[config.mk]
export PLATFORM = sky130hd
export DESIGN_NAME = instr_fetch
export DESIGN_NICKNAME = d
export VERILOG_FILES = /design/src/rtl/instr_fetch.sv
export SDC_FILE = /design/constraint.sdc
export NUM_CORES = 1
export LEC_CHECK = 0
export BUFFER_PORTS_ARGS = -buffer_cell sky130_fd_sc_hd__buf_2
export CORE_UTILIZATION = 40
export CTS_BUF_LIST = sky130_fd_sc_hd__clkbuf_2 sky130_fd_sc_hd__clkbuf_4 sky130_fd_sc_hd__clkbuf_8
export DETAILED_ROUTE_END_ITERATION = 8
export PLACE_DENSITY = 0.65
export SLEW_MARGIN = 20
export SYNTH_ARGS = -nofsm -noshare
export SYNTH_HDL_FRONTEND = slang
export SYNTH_SLANG_ARGS = --single-unit
[constraint.sdc]
create_clock -name clk -period 2.7 [get_ports clk]
set_clock_uncertainty 0.2 [all_clocks]
set_input_delay 0.405 -clock clk [delete_from_list [all_inputs] [get_ports clk]]
set_output_delay 0.405 -clock clk [all_outputs]
set_load 0.03 [all_outputs]
[src/rtl/instr_fetch.sv]
// Instruction fetch stage: owns the PC, issues one word read at a time to
// instruction memory, holds the returned word for the decoder, and takes PC
// redirects from the jump/branch path.
module instr_fetch #(
    parameter int                 ADDR_W   = 16,
    parameter logic [ADDR_W-1:0]  RESET_PC = '0
) (
    input  logic              clk,
    input  logic              reset,        // asynchronous, active-low
    output logic [ADDR_W-1:0] mem_addr,
    output logic              mem_rd,
    input  logic [15:0]       mem_data,
    input  logic              mem_valid,
    input  logic              stall,
    input  logic              redirect,
    input  logic [ADDR_W-1:0] redirect_pc,
    output logic [15:0]       instr,
    output logic              instr_valid,
    output logic [ADDR_W-1:0] instr_pc,
    output logic [ADDR_W-1:0] pc_plus1
);

    localparam logic [1:0] S_IDLE  = 2'd0;
    localparam logic [1:0] S_REQ   = 2'd1;
    localparam logic [1:0] S_WAIT  = 2'd2;
    localparam logic [1:0] S_VALID = 2'd3;

    localparam logic [ADDR_W-1:0] PC_ONE = {{(ADDR_W-1){1'b0}}, 1'b1};

    logic [1:0]        state_q, state_d;
    logic [ADDR_W-1:0] pc_q, pc_d;
    logic [15:0]       instr_q, instr_d;
    logic              instr_valid_q, instr_valid_d;
    logic [ADDR_W-1:0] instr_pc_q, instr_pc_d;
    logic [ADDR_W-1:0] pc_plus1_q, pc_plus1_d;
    // Set while the single outstanding response belongs to a pre-redirect PC.
    logic              squash_q, squash_d;

    logic [ADDR_W-1:0] pc_inc;

    // PC increment wraps naturally at the address width.
    assign pc_inc      = pc_q + PC_ONE;

    assign mem_addr    = pc_q;
    assign mem_rd      = (state_q == S_REQ);
    assign instr       = instr_q;
    assign instr_valid = instr_valid_q;
    assign instr_pc    = instr_pc_q;
    assign pc_plus1    = pc_plus1_q;

    // Next-state logic: redirect outranks stall and sequencing outside IDLE.
    always_comb begin
        state_d       = state_q;
        pc_d          = pc_q;
        instr_d       = instr_q;
        instr_valid_d = instr_valid_q;
        instr_pc_d    = instr_pc_q;
        pc_plus1_d    = pc_plus1_q;
        squash_d      = squash_q;

        case (state_q)
            S_IDLE: begin
                // One dead cycle after reset; redirects are not accepted yet.
                state_d = S_REQ;
            end
            S_REQ: begin
                state_d = S_WAIT;
                if (redirect) begin
                    // The read just issued targets the old PC; discard its data.
                    pc_d          = redirect_pc;
                    instr_valid_d = 1'b0;
                    squash_d      = 1'b1;
                end
            end
            S_WAIT: begin
                if (redirect) begin
                    pc_d          = redirect_pc;
                    instr_valid_d = 1'b0;
                    if (mem_valid) begin
                        // Response lands this cycle: drop it and refetch.
                        state_d = S_REQ;
                    end else begin
                        squash_d = 1'b1;
                    end
                end else if (mem_valid) begin
                    if (squash_q) begin
                        // Stale response; pc already holds the redirect target.
                        squash_d = 1'b0;
                        state_d  = S_REQ;
                    end else begin
                        instr_d       = mem_data;
                        instr_pc_d    = pc_q;
                        pc_plus1_d    = pc_inc;
                        pc_d          = pc_inc;
                        instr_valid_d = 1'b1;
                        state_d       = S_VALID;
                    end
                end
            end
            S_VALID: begin
                if (redirect) begin
                    pc_d          = redirect_pc;
                    instr_valid_d = 1'b0;
                    state_d       = S_REQ;
                end else if (!stall) begin
                    instr_valid_d = 1'b0;
                    state_d       = S_REQ;
                end
            end
            default: begin
                state_d = S_IDLE;
            end
        endcase
    end

    // State registers with asynchronous active-low reset.
    always_ff @(posedge clk or negedge reset) begin
        if (!reset) begin
            state_q       <= S_IDLE;
            pc_q          <= RESET_PC;
            instr_q       <= 16'h0000;
            instr_valid_q <= 1'b0;
            instr_pc_q    <= '0;
            pc_plus1_q    <= '0;
            squash_q      <= 1'b0;
        end else begin
            state_q       <= state_d;
            pc_q          <= pc_d;
            instr_q       <= instr_d;
            instr_valid_q <= instr_valid_d;
            instr_pc_q    <= instr_pc_d;
            pc_plus1_q    <= pc_plus1_d;
            squash_q      <= squash_d;
        end
    end

endmodule

# [After elaboration in Yosys (flattened, before gate mapping)]
# Index checks and enable logic that the tools add are counted.
[word_totals] input_bits=37 reg_bits=68 out_inout_bits=66
[classes] n_eq_ne=10 n_reduce_logical=10 n_addsub=1 mux=24 bitwise=2
[ops] operator="2-to-1 mux 16 bit" n=4
[ops] operator="one-hot mux 16 bit (2 select lines)" n=1
[ops] operator="adder 16 x 1 -> 16 bit (second input constant)" n=1
[ops] operator="2-to-1 mux 2 bit" n=6
[ops] operator="!= test 3 bit (second input constant)" n=4
[ops] operator="AND reduction 4 bit" n=3
[ops] operator="2-to-1 mux 1 bit" n=10
[ops] operator="one-hot mux 2 bit (4 select lines)" n=1
[ops] operator="AND reduction 5 bit" n=1
[ops] operator="== test 2 bit (second input constant)" n=2
[ops] operator="!= test 2 x 1 -> 1 bit (second input constant)" n=2
[ops] operator="nonzero test 2 bit" n=2
[ops] operator="one-hot mux 1 bit (3 select lines)" n=1
[ops] operator="nonzero test 3 bit" n=1
[ops] operator="== test 2 x 1 -> 1 bit (second input constant)" n=1
[ops] operator="logical NOT 2 bit" n=1
[ops] operator="!= test 2 bit (second input constant)" n=1
[ops] operator="inverter 1 bit" n=2
[ops] operator="one-hot mux 1 bit (2 select lines)" n=1
[ops] operator="AND reduction 2 bit" n=1
[ops] operator="OR reduction 2 bit" n=1

# [Depth between registers and ports, before layout]
# Gate-level depths: netlist of the first run.
[depth] depth_word=5 ltp_mapped=9

# [Worst setup path after synthesis of the first run]
# No wires, ideal clock.
[synth_timing] kind="reg-to-reg" startpoint="reg state_q[1]" endpoint="reg pc_q[15], in the netlist mem_addr[15]" path_slack_ps=446 t_required_ps=2431 n_path_buf=2 t_arrival_ps=1985 stages_incl_launch_ff=9 path_cell_list="dfrtp_1 inv_1 ha_1 buf_6 or3_1 buf_2 nor2_2 or4b_1 nand3_1"
[synth_via] elab_chain_len=4 word_cells_on_any_way=10
[synth_rtl] item="start: declaration" line_no="30" source="logic [1:0] state_q, state_d;"
[synth_rtl] item="start signal: assignment" line_no="127" source="state_q <= state_d;"
[synth_rtl] item="== test 2 x 1 -> 1 bit (*)"
[synth_rtl] item="net mem_rd" line_no="11" source="output logic mem_rd,"
[synth_rtl] item="OR reduction 2 bit (no source line) (*)"
[synth_rtl] item="!= test 2 x 1 -> 1 bit (no source line) / nonzero test 2 bit (equally long branches)"
[synth_rtl] item="AND reduction 4 bit (no source line)"
[synth_rtl] item="end signal: assignment" line_no="128" source="pc_q <= pc_d;"
[synth_rtl] item="end: declaration" line_no="31" source="logic [ADDR_W-1:0] pc_q, pc_d;"
# The timed path passes the listed nets; every way through them passes the cells marked *.
# A chain may end at the register's enable or synchronous reset.

# [Worst setup path after layout of the first run]
[layout_timing] startpoint="reg state_q[1]" endpoint="reg pc_q[15], in the netlist mem_addr[15]"
[layout_via] elab_chain_len=4 word_cells_on_any_way=10
[layout_rtl] item="== test 2 x 1 -> 1 bit / == test 2 bit (equally long branches)" line_no="61" source="case (state_q)"
[layout_rtl] item="OR reduction 2 bit (no source line)"
[layout_rtl] item="!= test 2 x 1 -> 1 bit (no source line) / nonzero test 2 bit (equally long branches)"
[layout_rtl] item="AND reduction 4 bit (no source line)"
# Several ways; a longest one is shown, not always the timed one.

==> results of run 1 <==
## cells by family (layout without fill, tap and decap cells)
family                     count (synthesis)  in the layout  share of synthesized area (%)
buffers and inverters                     36            135                           5.18
adders and majority gates                  6              6                           2.29
and+or+nand+nor                          170            170                           22.8
xor gates and xnor gates                  13             13                           3.47
muxes                                      1              1                          0.305
AOI/OAI and AO/OA                         77             77                           14.1
DFF                                       68             68                           51.8
## area by class of cell
cell class,instances,area share (%)
clock inverter,5,2.03
tap,102,3.10
inverter,7,0.637
timing repair buffer,112,14.9
sequential,68,41.3
clock buffer,11,3.52
multi-input combinational,267,34.6
## registers in the layout, summed over array words and instances (netlist names)
register     cells
instr           16
instr_pc        16
instr_valid      1
mem_addr        16
pc_plus1        16
squash_q         1
state_q          2
## worst min-delay path by stage
stage | startpoint | to | slack [ns] | depth (start not counted)
5_1_grt | mem_data[15] | instr[15] | 0.05 | 3
6_report | mem_data[10] | instr[10] | 0.04 | 3
4_1_cts | mem_data[10] | instr[10] | 0.03 | 3
3_5_place_dp | reset | mem_addr[14] | 0.18 | 1
3_3_place_gp | reset | mem_addr[13] | 0.18 | 1
2_1_floorplan | reset | instr[0] | -0.09 | 0
## layer usage
layer / wire [µm] / vias to the layer above / GRT usage [%] / share of wire, %
met5: 0 / - / 0 / 0
met4: 75 / 0 / 6.92 / 0.96
met2: 3650 / 71 / 29.9 / 47
li1: - / 1445 / - / -
met3: 395 / 7 / 4.11 / 5.1
met1: 3700 / 1307 / 26.3 / 47
## worst max-delay path: cells and delay by family, from the launching register on
family	cells	cell delay [ns]
simple gates	3	1.02
compound gates	1	0.29
fa+ha+maj	1	0.33
buf+inv	1	0.09
flops	1	0.39
## timing repair
| action | 4_1_cts | 5_1_grt |
|---|---|---|
| setup buffers | 0 | 0 |
| hold buffers | 1 | 0 |
| hold endpoints to repair | 16 | 0 |
## layout by cell type (no fill, tap or decap), types with 3 or more instances in the layout
master / Yosys / routed
nor2_1: 6 / 6
o22ai_1: 6 / 6
nor4_1: 4 / 4
xnor2_1: 7 / 7
clkbuf_8: 0 / 10
a2bb2oi_1: 7 / 7
nor3_1: 4 / 3
xor2_1: 6 / 6
nand3_1: 8 / 8
o22a_1: 3 / 3
o21ai_0: 29 / 29
a31oi_1: 5 / 5
inv_1: 7 / 7
a21oi_1: 19 / 19
ha_1: 6 / 6
dfrtp_1: 68 / 68
nand4_1: 5 / 5
nand2_1: 127 / 127
buf_4: 4 / 7
buf_2: 10 / 102
## where the power goes
group	internal, mW	switching (mW)	total, mW
combinational	0.828	1.67	2.50
sequential	1.43	0.418	1.85
clock	0.559	0.398	0.957
## metrics by stage
| step | power, mW | utilization [%] | hold WS (ns) | setup WS, ns |
|---|---|---|---|---|
| final | 5.31 | 52.5 | 0.0424 | 0.302 |
| after global routing | 5.66 | 52.5 | 0.0492 | 0.185 |
| after CTS | 5.36 | 52.5 | 0.0299 | 0.291 |
| after detailed placement | 4.39 | 49.5 | 0.181 | 0.319 |
| after global placement | 4.33 | 49.5 | 0.181 | 0.430 |
| after floorplan | 3.66 | - | -0.0906 | 0.446 |
==> qor.yml, run 1 <==
critical_path:
  r2r_slack_ns: 0.30
  reg2reg_to: "mem_addr[15]"
  arrival_ns: 2.47
  r2r_cells: 6
  crit_slowest_cell: "or4b_1"
  endpoint: "mem_addr[15]"
  worstPathRequired_ns: 2.78
  crit_path_start_kind: "flop"
  crit_path_max_incr_delay_ns: 0.57
  worstSetupPathType: "reg2reg"
  cp-end-kind: "flop"
  crit_path_max_fanout: 15
  crit_chain: "inv_1 > ha_1 > nor4b_4 > o32ai_2 > or4b_1 > nand3_1"
  startpoint: "state_q[1]"
  r2r-start: "state_q[1]"
sta:
  finalCriticalPeriod_ns: 2.40
  fin_crit_sh_pct: 88.8
  rsz0062_at_grt: "false"
  worstMarginPinSlew_ns: 1.00
  maxSlewHeadroom_pct: 33.1
  max_freq_mhz: 417
  finalHoldViolations: 0
  slew_violations: 0
  final-setup-viol-count: 0
  final.setup.tns_ns: 0
hold_path:
  hold_path.class: "in2reg"
floorplanning:
  fp.dieW_um: 92.6
  start_util_pct: 41.9
  boundaryPins: 103
  die_area_um2: 8580
  core_region_area_um2: 7850
  die-height_um: 92.6
  rows: 32
routing:
  vias_per_cell: 4.95
  route.detailed.drc: 0
  drt_iter0_markers: 109
  vias: 2830
  wl_per_cell_um: 13.7
  first_pass_iters: 4
  antenna_left: 0
  wirelength_um: 7820
final_layout:
  regArea_um2: 1700
  antennaDiodeCount: 0
  synthToLayoutAreaGrowth_pct: 25.5
  instances_no_fill: 572
  filler_cell_count: 780
  finalNetCount: 508
  post-route-cell-area_um2: 4120
  drive_above_1_share_pct: 28.1
  multiInputGateArea_um2: 1430
synthesis:
  yosys_warnings: 0
  synthArstFlopShare_pct: 100
  seq_area_frac_synth_pct: 51.8
  synthTopCellsByArea: "dfrtp_1 52%, nand2_1 15%, o21ai_0 4.4%"
  synth-main-ff-cell: "dfrtp_1"
  synth_top_area_share_pct: 51.8
  syn_avg_cell_area_um2: 8.85
  syn-num-nets: 414
  netlist_instances: 371
  yosysUniqueCellTypes: 43
  ys_ff_latch: 68
  synth_area_um2: 3280
  synth_top_cell_by_area: "dfrtp_1"
  synth_edf_count: 0
  yosysMostFrequentCell: "nand2_1"
  yosys-top-cells-count: "127 x nand2_1, 68 x dfrtp_1, 29 x o21ai_0"
global_route:
  grt_pass1_wl_um: 12700
  grt_pass1_vias: 2565
  grt_overflow_total: 0
  antenna_found_initial: 0
  grt_max_degree: 34
  grt_usage_pct: 19.1
placed_design:
  port_buffers: 102
  hpwl_um: 5680
  gp_congestion: 0.869
  placed_area_um2: 3880
  dp_cells: 555
flow_run:
  maxCapViolCount: 0
clock_network:
  clockBufferDepth: 2
  ctsResizeCount: 0
  numClockSinks: 68
  cts_htree_levels: 3
  clk_latency_ns: 0.35
  cts_tree: "yes"
  clk_pin_slew_worst_paths_ns: 0.08
  root_buffer: "clkbuf_8"
  cts_buffers: 9
power_and_ir_drop:
  peakVddDrop_mv: 0.459
  p_leak_nw: 2.13
  power_per_cell_area_nw_per_um2: 1290
outcome:
  status: "finished, final reports clean"
Power figures use the tool's default switching activity.
==> run 2: changes to the inputs <==
==> constraint.sdc (replaced) <==
create_clock -name clk -period 2.7 [get_ports clk]
set_clock_uncertainty 0.2 [all_clocks]
set_input_delay 0.135 -clock clk [delete_from_list [all_inputs] [get_ports clk]]
set_output_delay 0.135 -clock clk [all_outputs]
set_load 0.03 [all_outputs]
==> run 2 against run 1 <==
Compared with the run above:
- cell count increased by 5.4%
- register-to-register slack improved by 0.06 ns
- via count increased by 5.7%
- die area unchanged
- routed wire length increased by 6.3%
- worst hold slack improved by 0.023 ns
- count of clock-buffer cells in the layout decreased by 1
- sequential power about the same
- critical path type unchanged
==> qor.yml, run 2 (synthesis results as in run 1) <==
outcome:
  status: "finished, final reports clean"
routing:
  vias: 2992  # +5.7%
  antenna_left: 0  # unchanged
  first_pass_iters: 4  # unchanged
  vias_per_cell: 4.96  # +0.29%
  route.detailed.drc: 0  # unchanged
  wl_per_cell_um: 13.8  # +0.82%
  drt_iter0_markers: 163  # +50%
  wirelength_um: 8310  # +6.3%
final_layout:
  multiInputGateArea_um2: 1430  # unchanged
  antennaDiodeCount: 0  # unchanged
  final_cell_mix: "127 x nand2_1, 102 x buf_2, 68 x dfrtp_1, 34 x dlygate4sd3_1, 29 x o21ai_0"
  instances_no_fill: 603  # +5.4%
  regArea_um2: 1700  # unchanged
  drive_above_1_share_pct: 25.9  # -2.1 points
  filler_cell_count: 730  # -6.4%
  layout_commonest_cell: "nand2_1"
  finalNetCount: 539  # +6.1%
  synthToLayoutAreaGrowth_pct: 34.6
critical_path:
  crit_family: "simple AND/OR/NAND/NOR gates"
  crit_chain: "inv_1 > ha_1 > nor4b_4 > o32ai_2 > or4b_1 > nand3_1"
  worstSetupPathType: "reg2reg"
  crit_slowest_cell: "or4b_1"
  crit_path_max_incr_delay_ns: 0.56  # about the same
  path_buf_inv: 1  # unchanged
  cp-end-kind: "flop"
  worstPathRequired_ns: 2.77  # about the same
  arrival_ns: 2.41  # -0.06 ns
  crit_path_max_fanout: 15  # unchanged
  crit_path_start_kind: "flop"
power_and_ir_drop:
  peakVddDrop_mv: 0.583  # +27%
  power_per_cell_area_nw_per_um2: 1200  # -6.7%
  p_leak_nw: 2.26  # +6.2%
global_route:
  antenna_found_initial: 0  # unchanged
  grt_pass1_wl_um: 13800  # +8.2%
  grt_overflow_total: 0  # unchanged
  grt_pass1_vias: 2849  # +11%
  grt_max_degree: 42  # +24%
  grt_usage_pct: 20.8  # +1.6 points
placed_design:
  hpwl_um: 5710  # +0.50%
  gp_congestion: 0.871  # +0.24%
  dp_cells: 553  # -0.36%
  port_buffers: 102  # unchanged
sta:
  maxSlewHeadroom_pct: 37.5  # +4.4 points
  worstMarginPinSlew_ns: 0.937  # -0.0667 ns
  rsz0062_at_grt: "false"
  finalCriticalPeriod_ns: 2.34  # -0.0624 ns
  max_freq_mhz: 428  # +2.7%
  fin_crit_sh_pct: 86.5  # -2.3 points
  final.setup.tns_ns: 0  # unchanged
  finalHoldViolations: 0  # unchanged
  final-setup-viol-count: 0  # unchanged
  slew_violations: 0  # unchanged
floorplanning:
  rows: 32  # unchanged
  start_util_pct: 41.9  # unchanged
  fp.dieW_um: 92.6  # unchanged
  die_area_um2: 8580  # unchanged
  boundaryPins: 103  # unchanged
  core_region_area_um2: 7850  # unchanged
  die-height_um: 92.6  # unchanged
flow_run:
  maxCapViolCount: 0  # unchanged
hold_path:
  hold_path.class: "in2reg"
clock_network:
  numClockSinks: 68  # unchanged
  clockBufferDepth: 2  # unchanged
  cts_buffers: 9  # unchanged
  clk_pin_slew_worst_paths_ns: 0.08  # about the same
  cts_htree_levels: 3  # unchanged
  ctsResizeCount: 0  # unchanged
  root_buffer: "clkbuf_8"
  cts_tree: "yes"
  clk_latency_ns: 0.34  # about the same
==> run 2: worst paths after layout <==
check / from / end / slack, ns / cells past startpoint
max in group asynchronous: reset / instr_pc[3] / 1.48 / 3
min in group asynchronous: reset / instr_pc[13] / 0.18 / 2
hold reg to reg: instr[10] / instr[10] / 0.27 / 2
setup reg to reg: state_q[1] / mem_addr[15] / 0.36 / 6
setup / recovery: state_q[1] / mem_addr[15] / 0.36 / 6
hold / removal: mem_valid / state_q[1] / 0.07 / 4
==> run 2: tightest hold or removal path: stages <==
cell	delay, ns
buf_2	0.14
o22ai_1	0.13
nand2_1	0.08
o21ai_0	0.07
==> run 2: metal layers <==
| layer | wire length (µm) | share of wire, % | up-vias | GRT usage, % |
|---|---|---|---|---|
| met5 | 0 | 0 | - | 0 |
| met4 | 128 | 1.5 | 0 | 7.82 |
| met3 | 513 | 6.2 | 12 | 4.27 |
| met2 | 3890 | 47 | 88 | 33.5 |
| met1 | 3780 | 45 | 1386 | 27.7 |
| li1 | - | - | 1506 | - |
==> run 2: report_power, final <==
part | internal (mW) | switching, mW
sequential | 1.43 | 0.435
clock | 0.545 | 0.396
combinational | 0.834 | 1.67
total | 2.81 | 2.50
==> run 2: layout make-up <==
cell class	count	share of cell area, %
flip-flops and latches	68	38.5
multi-input cells	267	32.2
repair buffers	143	20.7
clock buffers	10	3.11
well taps	102	2.89
clock inverters	6	1.98
inverters	7	0.594
==> run 2: through the flow <==
step                util [%]  hold WS, ns  setup slack (ns)  total power [mW]  cell area [µm²]
global route            56.3       0.0568             0.165              5.68             4420
finish                  56.3       0.0656             0.365              5.31             4420
CTS                     56.3       0.0465             0.340              5.36             4420
detailed placement      49.1       0.0187             0.358              4.36             3860
global placement        49.1      0.00327             0.430              4.30             3860
floorplan                  -       -0.361             0.446              3.66             3280
==> run 2: repair_timing <==
action,CTS,global route
hold endpoints to repair,60,0
hold buffers,34,0
buffers inserted,0,0
==> run 3: changes to the inputs <==
- BUFFER_PORTS_ARGS: -buffer_cell sky130_fd_sc_hd__buf_2 -> default
- CTS_BUF_LIST: sky130_fd_sc_hd__clkbuf_2 sky130_fd_sc_hd__clkbuf_4 sky130_fd_sc_hd__clkbuf_8 -> default
- DONT_BUFFER_PORTS: default -> 1
- PLACE_DENSITY: 0.65 -> default
==> run 3 against run 2 <==
Compared with the run above:
- fmax is 7.7% lower
- cell count decreased by 15%
- non-clock buffer count shrank 86
- sequential power increased by 34%
- critical path type unchanged
- worst hold slack got worse by 0.049 ns
- critical endpoint is now squash_q
==> qor.yml, run 3 (synthesis results as in run 1) <==
global_route:
  grt_max_degree: 69  # +64%
  grt_usage_pct: 20.7  # -0.10 points
  antenna_found_initial: 0  # unchanged
  grt_pass1_vias: 2797  # -1.8%
  grt_overflow_total: 0  # unchanged
  grt_pass1_wl_um: 13600  # -1.6%
clock_network:
  clk_pin_slew_worst_paths_ns: 0.07  # about the same
  root_buffer: "clkbuf_8"
  numClockSinks: 68  # unchanged
  cts_buffers: 9  # unchanged
  cts_tree: "yes"
  clk_latency_ns: 0.35  # about the same
  post_cts_buffers: 0  # unchanged
  cts_htree_levels: 3  # unchanged
  clockBufferDepth: 2  # unchanged
sta:
  max_freq_mhz: 395  # -7.7%
  fin_ws_ns: 0.169  # -0.196 ns
  final-setup-viol-count: 0  # unchanged
  fin_crit_sh_pct: 93.7  # +7.2 points
  slew_violations: 0  # unchanged
  final.setup.tns_ns: 0  # unchanged
  finalCriticalPeriod_ns: 2.53  # +0.196 ns
  worstMarginPinSlew_ns: 1.06  # +0.126 ns
  maxSlewHeadroom_pct: 29.1  # -8.4 points
  rsz0062_at_grt: "false"
  finalHoldViolations: 0  # unchanged
final_layout:
  layout_commonest_cell: "nand2_1"
  multiInputGateArea_um2: 1430  # +0.18%
  post-route-cell-area_um2: 4020  # -9.1%
  final_cell_mix: "127 x nand2_1, 68 x dfrtp_1, 39 x dlygate4sd3_1, 29 x o21ai_0, 19 x a21oi_1"
  drive_above_1_share_pct: 8.96  # -17 points
  filler_cell_count: 734  # +0.55%
  antennaDiodeCount: 0  # unchanged
  regArea_um2: 1700  # unchanged
  fin_util_pct: 51.2  # -5.1 points
  finalNetCount: 453  # -16%
  synthToLayoutAreaGrowth_pct: 22.4
critical_path:
  worstSetupPathType: "reg2reg"
  crit_path_start_kind: "flop"
  arrival_ns: 2.56  # +0.15 ns
  crit_path_max_fanout: 7  # -8
  cp-end-kind: "flop"
  worstPathRequired_ns: 2.73  # -0.04 ns
floorplanning:
  start_util_pct: 41.9  # unchanged
  die_area_um2: 8580  # unchanged
  fp.dieW_um: 92.6  # unchanged
  die-height_um: 92.6  # unchanged
  rows: 32  # unchanged
  boundaryPins: 103  # unchanged
  core_region_area_um2: 7850  # unchanged
flow_run:
  maxCapViolCount: 0  # unchanged
routing:
  route.detailed.drc: 0  # unchanged
  drt_iter0_markers: 69  # -58%
  vias: 2721  # -9.1%
  first_pass_iters: 4  # unchanged
  vias_per_cell: 5.28  # +6.5%
  wirelength_um: 8330  # +0.23%
  wl_per_cell_um: 16.2  # +17%
  antenna_left: 0  # unchanged
power_and_ir_drop:
  peakVddDrop_mv: 0.475  # -19%
  power_per_cell_area_nw_per_um2: 1250  # +3.6%
  p_leak_nw: 1.86  # -17%
placed_design:
  gp_congestion: 0.867  # -0.47%
  post-place-ws_ns: 0.381  # +0.0229 ns
  port_buffers: 0  # -100%
  placed_area_um2: 3410  # -12%
  hpwl_um: 5390  # -5.6%
hold_path:
  hold_path.class: "in2reg"
outcome:
  status: "finished, final reports clean"
==> run 3: what timing repair did <==
item,4_1_cts,5_1_grt
resized for setup,0,1
setup endpoints to repair,0,1
endpoints found under the hold margin,105,0
hold buffers,40,0
==> run 3: report_power, final <==
part	switching, mW	leakage, nW	total [mW]	internal [mW]
sequential	1.07	0.868	2.50	1.43
combinational	0.990	0.898	1.66	0.671
clock	0.376	0.0983	0.842	0.466
==> run 3: routing by layer <==
layer  up-vias  track usage (%)  share of wire (%)
li1       1325                -                  -
met1      1276             26.5                 44
met2       100             32.0                 45
met3        20             6.57                8.3
met4         0             9.23                2.3
met5         -                0                  0
==> run 3: stage by stage <==
step                total power [mW]  hold slack [ns]  instances
floorplan                       3.66           -0.361        371
global placement                4.03           -0.359        461
detailed placement              4.08           -0.359        461
CTS                             5.02          0.00471        515
global route                    5.34           0.0309        515
finish                          5.00           0.0170        515
==> run 3: path summary, 6_finish.rpt <==
kind	cells past startpoint	endpoint	slack (ns)	start
max	7	squash_q	0.17	state_q[0]
min reg2reg	2	state_q[1]	0.38	state_q[1]
min in group asynchronous	2	instr_pc[13]	0.11	reset
max in group asynchronous	2	mem_addr[15]	1.88	reset
max reg2reg	7	squash_q	0.17	state_q[0]
min	4	mem_addr[15]	0.02	redirect
==> run 3: critical path: stages (launching register included) <==
cell,delay [ns]
dfrtp_1,0.44
inv_1,0.12
ha_2,0.25
nand2_1,0.09
a21oi_1,0.15
dlygate4sd3_1,0.57
a21oi_1,0.04
dlygate4sd3_1,0.56
==> run 3: final cells by class <==
class,instances,share of cell area (%)
repair buffers,57,13.6
clock buffers,12,3.86
multi-input cells,267,35.5
clock inverters,2,0.872
flip-flops and latches,68,42.3
inverters,7,0.654
well taps,102,3.18
